**config.mk**
```make
export PLATFORM = sky130hd
export DESIGN_NAME = dm_sba_arbiter
export DESIGN_NICKNAME = d
export VERILOG_FILES = /design/src/rtl/dm_sba_arbiter.sv
export SDC_FILE = /design/constraint.sdc
export NUM_CORES = 1
export LEC_CHECK = 0
export BUFFER_PORTS_ARGS = -buffer_cell sky130_fd_sc_hd__clkbuf_2
export CAP_MARGIN = 20
export CORE_AREA = 10 10 101 103
export CTS_CLUSTER_DIAMETER = 80
export DETAILED_ROUTE_END_ITERATION = 8
export DIE_AREA = 0 0 111 113
export PLACE_DENSITY = 0.67
export SLEW_MARGIN = 20
export SYNTH_ARGS = -nofsm -noshare
export SYNTH_HDL_FRONTEND = slang
export SYNTH_SLANG_ARGS = --single-unit
```
**constraint.sdc**
```tcl
create_clock -name clk_i -period 2.75 [get_ports clk_i]
set_input_delay 0.275 -clock clk_i [delete_from_list [all_inputs] [get_ports clk_i]]
set_output_delay 0.275 -clock clk_i [all_outputs]
set_load 0.01 [all_outputs]
```
**src/rtl/dm_sba_arbiter.sv**
```systemverilog
// dm_sba_arbiter: shares the debug-module bus master port between the SBA
// engine (requester 0) and a second initiator (requester 1).
// One request is forwarded at a time, and a request that has not yet been
// granted keeps its selection. Responses are steered back in grant order
// through an in-order ID FIFO.
// Optional feature: define DM_SBA_ARB_FIXED_PRIO_EN to give requester 0
// fixed priority and drop the round-robin pointer.
module dm_sba_arbiter #(
  parameter int unsigned BusWidth       = 32,
  parameter int unsigned MaxOutstanding = 2
) (
  input  logic                          clk_i,
  input  logic                          rst_ni,
  input  logic [1:0]                    req_i,
  input  logic [2*BusWidth-1:0]         add_i,
  input  logic [1:0]                    we_i,
  input  logic [2*BusWidth-1:0]         wdata_i,
  input  logic [2*(BusWidth/8)-1:0]     be_i,
  output logic [1:0]                    gnt_o,
  output logic [1:0]                    r_valid_o,
  output logic [BusWidth-1:0]           r_rdata_o,
  output logic                          master_req_o,
  output logic [BusWidth-1:0]           master_add_o,
  output logic                          master_we_o,
  output logic [BusWidth-1:0]           master_wdata_o,
  output logic [BusWidth/8-1:0]         master_be_o,
  input  logic                          master_gnt_i,
  input  logic                          master_r_valid_i,
  input  logic [BusWidth-1:0]           master_r_rdata_i,
  output logic                          spurious_o
);

  localparam int unsigned BeWidth  = BusWidth / 8;
  localparam int unsigned PtrWidth = (MaxOutstanding > 1) ? $clog2(MaxOutstanding) : 1;
  localparam int unsigned CntWidth = $clog2(MaxOutstanding + 1);
  localparam logic [PtrWidth-1:0] PtrLast = PtrWidth'(MaxOutstanding - 1);
  localparam logic [CntWidth-1:0] CntMax  = CntWidth'(MaxOutstanding);

  logic                      sel;
  logic                      sel_unlocked;
  logic                      locked_q;
  logic                      lock_id_q;
  logic [MaxOutstanding-1:0] id_fifo_q;
  logic [PtrWidth-1:0]       wr_ptr_q;
  logic [PtrWidth-1:0]       rd_ptr_q;
  logic [CntWidth-1:0]       cnt_q;
  logic                      fifo_full;
  logic                      fifo_empty;
  logic                      push;
  logic                      pop;
  logic                      head;

`ifndef DM_SBA_ARB_FIXED_PRIO_EN
  logic rr_q;
`endif

  assign fifo_full  = (cnt_q == CntMax);
  assign fifo_empty = (cnt_q == '0);
  assign head       = id_fifo_q[rd_ptr_q];

  // Requester selection; a pending ungranted request keeps its selection.
  always_comb begin
    sel_unlocked = 1'b0;
`ifdef DM_SBA_ARB_FIXED_PRIO_EN
    sel_unlocked = ~req_i[0] & req_i[1];
`else
    if (req_i[rr_q]) begin
      sel_unlocked = rr_q;
    end else if (req_i[~rr_q]) begin
      sel_unlocked = ~rr_q;
    end else begin
      sel_unlocked = rr_q;
    end
`endif
    sel = locked_q ? lock_id_q : sel_unlocked;
  end

  // Request forwarding and payload mux; nothing is forwarded while the ID FIFO is full.
  always_comb begin
    master_req_o   = req_i[sel] & ~fifo_full;
    master_add_o   = sel ? add_i[2*BusWidth-1:BusWidth]   : add_i[BusWidth-1:0];
    master_wdata_o = sel ? wdata_i[2*BusWidth-1:BusWidth] : wdata_i[BusWidth-1:0];
    master_be_o    = sel ? be_i[2*BeWidth-1:BeWidth]      : be_i[BeWidth-1:0];
    master_we_o    = we_i[sel];
    gnt_o          = 2'b00;
    gnt_o[sel]     = master_gnt_i & master_req_o;
  end

  assign push = master_req_o & master_gnt_i;
  assign pop  = master_r_valid_i & ~fifo_empty;

  // Response steering: the FIFO head names the requester that owns this response.
  always_comb begin
    r_valid_o = 2'b00;
    if (pop) begin
      r_valid_o[head] = 1'b1;
    end
    r_rdata_o  = master_r_rdata_i;
    spurious_o = master_r_valid_i & fifo_empty;
  end

  // Lock a selection that is requesting but not yet granted; a dropped request also clears it.
  always_ff @(posedge clk_i or negedge rst_ni) begin
    if (!rst_ni) begin
      locked_q  <= 1'b0;
      lock_id_q <= 1'b0;
    end else begin
      locked_q <= master_req_o & ~master_gnt_i;
      if (master_req_o && !master_gnt_i) begin
        lock_id_q <= sel;
      end
    end
  end

`ifndef DM_SBA_ARB_FIXED_PRIO_EN
  // Round-robin pointer: the requester that was not just granted gets priority.
  always_ff @(posedge clk_i or negedge rst_ni) begin
    if (!rst_ni) begin
      rr_q <= 1'b0;
    end else if (push) begin
      rr_q <= ~sel;
    end
  end
`endif

  // In-order ID FIFO of granted requesters, with an occupancy counter.
  always_ff @(posedge clk_i or negedge rst_ni) begin
    if (!rst_ni) begin
      id_fifo_q <= '0;
      wr_ptr_q  <= '0;
      rd_ptr_q  <= '0;
      cnt_q     <= '0;
    end else begin
      if (push) begin
        id_fifo_q[wr_ptr_q] <= sel;
        wr_ptr_q <= (wr_ptr_q == PtrLast) ? '0 : wr_ptr_q + PtrWidth'(1);
      end
      if (pop) begin
        rd_ptr_q <= (rd_ptr_q == PtrLast) ? '0 : rd_ptr_q + PtrWidth'(1);
      end
      if (push && !pop && (cnt_q != CntMax)) begin
        cnt_q <= cnt_q + CntWidth'(1);
      end else if (pop && !push && (cnt_q != '0)) begin
        cnt_q <= cnt_q - CntWidth'(1);
      end
    end
  end

endmodule

```
Yosys cells after proc, flatten, opt, wreduce, memory -nomap -nowiden
Index checks and enable logic that the tools add are counted.

storage, ports and cells
  register bits = 9
  output and inout port bits = 107
  word-level logic and storage cells = 75
  input bits = 176

cells by class
  equality and inequality tests = 2
  bitwise logic cells = 11
  add/sub/neg operators = 4
  mux-type cells = 28
  reductions and logical operators = 14
  $lt $le $gt $ge = 9

operators by type and width
  cell                   count
  $mux W32               2
  $mux W1                18
  $lt A1 B2 Y1 const B   6
  $logic_and A1 B1 Y1    8
  $mux W2                3
  $and A1 B1 Y1          5
  $not A1 Y1             5
  $mux W4                1
  $reduce_bool A2 Y1     2
  $demux W1 S1           3
  $ge A1 B1 Y1 const B   3
  $logic_not A1 Y1       3
  $add A1 B1 Y1 const B  2
  $add A2 B1 Y2 const B  1
  $and A2 B2 Y2          1
  $bwmux W2              1
  $eq A2 B2 Y1 const B   1
  $logic_not A2 Y1       1
  $ne A2 B2 Y1 const B   1
  $sub A2 B1 Y2 const B  1

Logic depth before layout (Yosys ltp)
Gate-level depths: netlist of run 1.

  word-level depth = 15
  depth in mapped cells = 6
  mapped depth without buffers = 4

Worst setup path after synthesis of run 1
OpenSTA, ideal clock, no wires.

  path kind = reg-to-output
  start = register locked_q
  end = output port master_add_o[0]
  stages on the path, launching flop included = 6
  required time = 2.475 ns
  buffers on the path = 2
  arrival = 1.285 ns
  setup slack = 1.190 ns
  cell sequence = dfrtp_1 > a21oi_1 > a22o_2 > buf_6 > buf_8 > mux2_4

on the way
  word-level cells in the longest chain between the ends = 2

ends and longest elaborated chain
  element                   line  source
  start: declaration        41    logic locked_q;
  start signal: assignment  108   locked_q <= master_req_o & ~master_gnt_i;
  $mux W1                   75    sel = locked_q ? lock_id_q : sel_unlocked;
  $mux W32                  81    master_add_o = sel ? add_i[2*BusWidth-1:BusWidth] : add_i[BusWidth-1:0];
  end: declaration          23    output logic [BusWidth-1:0] master_add_o,

No other way between the ends.

Worst setup path after layout of run 1
  start = register locked_q
  end = output port master_wdata_o[9]

on the way
  word-level cells in the longest chain between the ends = 2

ends and longest elaborated chain
  element           line  source
  $mux W1           75
  $mux W32          82    master_wdata_o = sel ? wdata_i[2*BusWidth-1:BusWidth] : wdata_i[BusWidth-1:0];
  end: declaration  25    output logic [BusWidth-1:0] master_wdata_o,

No other way between the ends.

==> results.sh, run 1 <==
export IMPL_status="completed"
export IMPL_final_common_cell="clkbuf_2"
export IMPL_gr_max_usage_layer="met2"
export IMPL_cp_depth=5
export IMPL_postRouteAntennaNets=0
export IMPL_crit_family="compound AO/OA/AOI/OAI gates"
export IMPL_ir_drop_mv=0.5673
export IMPL_fillers=807
export IMPL_slowest_delay_ns=0.43
export IMPL_clk_pin_slew_ns=0.05
export IMPL_root_buffer="clkbuf_8"
export IMPL_cp_max_fo=25
export IMPL_crit_start="locked_q"
export IMPL_via_per_inst=4.323
export IMPL_register_area_um2=225.2
export IMPL_fin_util_pct=34.26
export IMPL_rr_endpoint="id_fifo_q[1]"
export IMPL_drive_above_1_share_pct=86.92
export IMPL_ys_seq_area_share_pct=12.47
export IMPL_power_leakage_nw=1.638
export IMPL_place_hpwl_mm=7.450
export IMPL_cts_tree="done"
export IMPL_diodes=0
export IMPL_final_nets=521
export IMPL_skew_ns=0.001245
export IMPL_io_buffers=218
export IMPL_path_class="reg -> out"
export IMPL_crit_end="master_wdata_o[9]"
export IMPL_syn_to_final_growth_pct=54.22
export IMPL_period_minus_slack_ns=2.242
export IMPL_h_tree_depth=1
export IMPL_grt_pass1_vias=2055
export IMPL_syn_avg_cell_area_um2=11.22
export IMPL_r2r_slack_ns=1.18
export IMPL_ys_ff_latch=9
export IMPL_power_density_nw_per_um2=686.7
export IMPL_drt_total_wl_mm=8.129
export IMPL_reg2reg_depth=4
export IMPL_synth_top_area_cell="mux2_4"
export IMPL_row_count=33
export IMPL_cts_sinks=9
export IMPL_synth_flop_cell="dfrtp_1"
export IMPL_cp_end_kind="output pin"
export IMPL_ios=283
export IMPL_cap_violations=0
export IMPL_antenna_found_initial=0
export IMPL_die_h_um=113
export IMPL_cp_num_buf_inv=2
export IMPL_hp_class="in -> reg"
export IMPL_use_met3_pct=5.758
export IMPL_grt_pass1_wl_mm=12.03
export IMPL_dieArea_um2=12540
export IMPL_grt_start_max_net_pins=29
export IMPL_rsz0062_at_grt="no"
export IMPL_drtIter0Drc=69
export IMPL_final_cells=449
export IMPL_r2r_start="lock_id_q"
export IMPL_first_pass_iters=4
export IMPL_post_route_period_util_pct=81.52
export IMPL_synth_warnings=0
export IMPL_synth_top_area_share_pct=36.57
export IMPL_synthesis_nets=337
export IMPL_cts_buffers=3
export IMPL_fin_setup_tns_ns=0
export IMPL_track_usage_pct=11.42
export IMPL_cp_arrival_ns=1.97
export IMPL_max_freq_ghz=0.4461
export IMPL_hold_violations=0
export IMPL_vias=1941
export IMPL_dieWidth_um=111
export IMPL_syn_inst=161
export IMPL_finalSetupViolCount=0
export IMPL_crit_required_ns=2.48
export IMPL_synthTopCellsByArea="mux2_4 37%, mux2_2 17%, buf_4 14%, dfrtp_1 12%, buf_8 3.3%"
export IMPL_synth_cell_types=33
export IMPL_cp_start_kind="register"
export IMPL_tightest_slew_ns=0.5161
export IMPL_cp_slowest_cell="dfrtp_1"
export IMPL_syn_area_um2=1807
export IMPL_gp_congestion=0.8370
export IMPL_final_cell_mix="218 x clkbuf_2, 44 x mux2_4, 28 x mux2_2"
export IMPL_clock_latency_ns=0.23
export IMPL_cp_cell_sequence="a21oi_1 > a22o_4 > buf_12 > mux2_2 > clkbuf_2"
export IMPL_async_flop_share_pct=100.0
export IMPL_maxSlewHeadroom_pct=65.47
export IMPL_slew_viol_final=0
export IMPL_globalRouteMet2Util_pct=19.58
export IMPL_dp_cells=444
export IMPL_multi_input_area_um2=1229
export IMPL_drc=0
export IMPL_core_um2=8134
export IMPL_wl_per_cell_um=18.10
export IMPL_ctsLongestPathBuffers=2
export IMPL_overflow=0
export IMPL_initial_core_util_pct=22.21
export IMPL_synth_edf_count=0
export IMPL_grtUsageMet1_pct=12.78
==> how the worst min path moves through the flow <==
stage | depth (start not counted) | start | endpoint
detailed placement | 1 | rst_ni | cnt_q[0]
floorplan | 0 | rst_ni | cnt_q[0]
global placement | 1 | rst_ni | rd_ptr_q
global route | 2 | master_gnt_i | locked_q
CTS | 2 | master_gnt_i | locked_q
finish | 2 | master_gnt_i | locked_q
==> what timing repair did <==
item                      in CTS  in global routing
setup buffers                  0                  0
hold buffers                   1                  0
hold endpoints to repair       9                  0
resized for setup              0                  0
==> registers in the layout, indices dropped and copies added, names as in the netlist <==
| register | cells |
|---|---|
| cnt_q | 2 |
| rd_ptr_q | 1 |
| id_fifo_q | 2 |
| wr_ptr_q | 1 |
| locked_q | 1 |
| lock_id_q | 1 |
| rr_q | 1 |
==> Yosys cell counts (2+ instances only) <==
master	number
mux2_4	44
buf_4	33
mux2_2	28
dfrtp_1	9
buf_8	4
inv_1	4
buf_2	3
nor3_1	3
buf_6	2
mux2i_1	2
nand2_1	2
nor2_1	2
nor4_1	2
nor4b_1	2
o211ai_1	2
xor2_1	2
==> metrics by stage <==
stage / hold slack (ns) / total power, mW / worst slack, ns / area, µm²
after floorplan: -0.02059 / 1.374 / 1.190 / 1807
after global placement: 0.1364 / 1.761 / 0.7186 / 2731
after detailed placement: 0.1514 / 1.792 / 0.6925 / 2731
after CTS: 0.2708 / 1.951 / 0.4909 / 2786
after global routing: 0.2860 / 2.047 / 0.3747 / 2786
final: 0.2721 / 1.914 / 0.5082 / 2786
==> cell type report <==
type	count	area share, %
multi-input combinational	106	44.10
timing repair buffer	221	40.95
inverter	4	0.5388
tap	105	4.715
sequential	9	8.083
clock buffer	4	1.617
==> routing by layer <==
layer	up-vias	share of wire, %
li1	913	-
met1	873	38
met2	149	50
met3	6	11
met4	0	0.47
met5	-	0
==> power breakdown <==
| part | leakage [nW] | switching, mW | internal, mW |
|---|---|---|---|
| combinational | 1.51 | 0.683 | 0.836 |
| sequential | 0.108 | 0.0538 | 0.190 |
| clock | 0.0228 | 0.0507 | 0.101 |
| total | 1.64 | 0.787 | 1.13 |
==> logic make-up (layout without fill, tap and decap cells) <==
| logic type | after synthesis | count (layout) | synth area share [%] |
|---|---|---|---|
| AO/OA/AOI/OAI | 11 | 11 | 4.570 |
| buffers and inverters | 46 | 229 | 19.94 |
| multiplexers | 74 | 74 | 55.12 |
| AND/OR/NAND/NOR | 18 | 18 | 6.441 |
| flip-flops | 9 | 9 | 12.47 |
| XOR/XNOR | 3 | 3 | 1.455 |
(Power assumes the default switching activity.)
==> run 2, diff against run 1 <==
- ABC_AREA: default -> 1
- CORE_AREA: 10 10 101 103 -> 10 10 102 104
- DIE_AREA: 0 0 111 113 -> 0 0 112 114
- PLACE_DENSITY: 0.67 -> 0.63
- clock period: 2.75 -> 2.09 ns (I/O delays scaled with it)
==> run 2 against run 1 <==
Net effect:
- utilization decreased by 3.3 points
- via count increased by 28%
- worst hold slack improved by 0.087 ns
- routed wire length decreased by 2.5%
- critical path depth increased by 3
- non-clock buffer count increased by 1
- final area decreased by 5.8%
- sequential share of layout area increased by 0.50 points
- global-route usage decreased by 0.55 points
- first-iteration DRC count increased by 120%
- total power increased by 51%
- clock skew about the same
==> results.sh, run 2 <==
export IMPL_status="completed"
export IMPL_path_class="reg -> out"
export IMPL_grt_pass1_wl_mm=12.07
export IMPL_h_tree_depth=1
export IMPL_drt_total_wl_mm=7.923
export IMPL_ios=283
export IMPL_postCtsSetupRepairBufs=0
export IMPL_dieWidth_um=112
export IMPL_syn_to_final_growth_pct=62.94
export IMPL_final_nets=677
export IMPL_tightest_slew_ns=0.3508
export IMPL_crit_required_ns=1.88
export IMPL_synth_flop_cell="dfrtp_1"
export IMPL_synthTopCellsByArea="nand2_1 52%, buf_4 15%, dfrtp_1 14%, buf_2 2.5%, inv_1 2.3%"
export IMPL_wl_per_cell_um=13.03
export IMPL_cts_resized_gates=0
export IMPL_ys_seq_area_share_pct=13.99
export IMPL_clk_pin_slew_ns=0.04
export IMPL_rsz0062_at_grt="no"
export IMPL_syn_area_um2=1610
export IMPL_drive_above_1_share_pct=47.00
export IMPL_async_flop_share_pct=100.0
export IMPL_vias=2489
export IMPL_gp_congestion=0.7851
export IMPL_cts_buffers=3
export IMPL_maxSlewHeadroom_pct=76.61
export IMPL_period_minus_slack_ns=1.843
export IMPL_ys_ff_latch=9
export IMPL_synth_warnings=0
export IMPL_post_route_period_util_pct=88.16
export IMPL_first_pass_iters=4
export IMPL_cp_end_kind="output pin"
export IMPL_synthesis_nets=496
export IMPL_initial_core_util_pct=19.02
export IMPL_synth_edf_count=0
export IMPL_hp_class="in -> reg"
export IMPL_slew_viol_final=0
export IMPL_syn_inst=320
export IMPL_grt_start_max_net_pins=73
export IMPL_register_area_um2=225.2
export IMPL_synth_commonest_cells="223 x nand2_1, 32 x buf_4, 10 x inv_1"
export IMPL_cts_hold_buffers=1
export IMPL_diodes=0
export IMPL_power_density_nw_per_um2=1104
export IMPL_cts_tree="done"
export IMPL_row_count=34
export IMPL_power_leakage_nw=1.857
export IMPL_cts_sinks=9
export IMPL_ir_drop_mv=0.4024
export IMPL_drtIter0Drc=155
export IMPL_dieArea_um2=12770
export IMPL_skew_ns=0.001599
export IMPL_max_freq_ghz=0.5427
export IMPL_synth_cell_types=22
export IMPL_drc=0
export IMPL_core_um2=8466
export IMPL_synth_most_common_cell="nand2_1"
export IMPL_final_common_cell="nand2_1"
export IMPL_die_h_um=114
export IMPL_syn_avg_cell_area_um2=5.032
export IMPL_reg_top3="cnt_q (2), id_fifo_q (2)"
export IMPL_antenna_found_initial=0
export IMPL_clock_latency_ns=0.23
export IMPL_postRouteAntennaNets=0
export IMPL_cp_start_kind="register"
export IMPL_fin_util_pct=30.99
export IMPL_track_usage_pct=10.87
export IMPL_multi_input_area_um2=1037
export IMPL_cap_violations=0
export IMPL_place_hpwl_mm=7.066
export IMPL_root_buffer="clkbuf_8"
export IMPL_hold_violations=0
export IMPL_cp_arrival_ns=1.63
export IMPL_ctsLongestPathBuffers=2
export IMPL_final_cell_mix="223 x nand2_1, 218 x clkbuf_2, 10 x inv_1"
export IMPL_synth_top_area_cell="nand2_1"
export IMPL_io_buffers=218
export IMPL_overflow=0
export IMPL_synth_top_area_share_pct=51.98
export IMPL_finalSetupViolCount=0
export IMPL_grt_pass1_vias=2617
export IMPL_fin_setup_tns_ns=0
export IMPL_fillers=955
export IMPL_cp_max_fo=35
export IMPL_via_per_inst=4.094
-- run 2: power by group --
| group | switching [mW] | internal (mW) | total [mW] | leakage, nW |
|---|---|---|---|---|
| Clock | 0.0615 | 0.132 | 0.194 | 0.0228 |
| Combinational | 1.49 | 0.888 | 2.38 | 1.73 |
| Sequential | 0.0660 | 0.259 | 0.325 | 0.108 |
-- run 2: final timing paths --
path,start,endpoint,slack [ns],cells past startpoint
worst max register to register,rr_q,id_fifo_q[1],0.68,7
worst min register to register,rd_ptr_q,rd_ptr_q,0.49,1
min in group asynchronous,rst_ni,cnt_q[0],0.38,2
worst max-delay path,rr_q,master_wdata_o[10],0.25,8
worst min-delay path,master_gnt_i,rr_q,0.36,3
max in group asynchronous,rst_ni,locked_q,1.53,2
-- run 2: layer usage --
| layer | vias up | global-route usage [%] | part of all wire [%] | wire length (µm) |
|---|---|---|---|---|
| li1 | 1280 | - | - | - |
| met2 | 144 | 19.77 | 50 | 3933 |
| met3 | 8 | 5.617 | 13 | 1060 |
| met4 | 0 | 2.115 | 1.2 | 97 |
| met1 | 1057 | 10.93 | 36 | 2832 |
| met5 | - | 0 | 0 | 0 |
-- run 2: layout make-up --
| cell class | count | area share, % |
|---|---|---|
| sequential | 9 | 8.584 |
| multi-input combinational | 253 | 39.53 |
| tap | 108 | 5.150 |
| clock buffer | 4 | 1.717 |
| timing repair buffer | 222 | 43.30 |
| inverter | 12 | 1.717 |
-- run 2: cell families after synthesis --
| logic type | after synthesis | share of synthesized area, % |
|---|---|---|
| AND/OR/NAND/NOR | 241 | 59.91 |
| buffers and inverters | 58 | 21.60 |
| AO/OA/AOI/OAI | 10 | 3.419 |
| flip-flops | 9 | 13.99 |
| XOR/XNOR | 2 | 1.088 |
-- run 2: worst max-delay path, cell delays in order (launching register included) --
cell,delay (ns)
dfrtp_1,0.33
inv_1,0.06
a21oi_2,0.16
nand2_4,0.08
nand2_4,0.09
buf_4,0.32
nand2_1,0.11
nand2_1,0.08
clkbuf_2,0.14
-- run 2: stage by stage --
| step | instances | hold slack (ns) | cell area [µm²] | setup WS, ns | total power [mW] |
|---|---|---|---|---|---|
| 2_1_floorplan | 320 | -0.08659 | 1610 | 0.7215 | 1.822 |
| 3_3_place_gp | 603 | 0.07243 | 2569 | 0.5062 | 2.709 |
| 3_5_place_dp | 603 | 0.07352 | 2569 | 0.4646 | 2.748 |
| 4_1_cts | 608 | 0.3618 | 2624 | 0.2177 | 2.957 |
| 5_1_grt | 608 | 0.3773 | 2624 | 0.06099 | 3.241 |
| 6_report | 608 | 0.3587 | 2624 | 0.2474 | 2.897 |
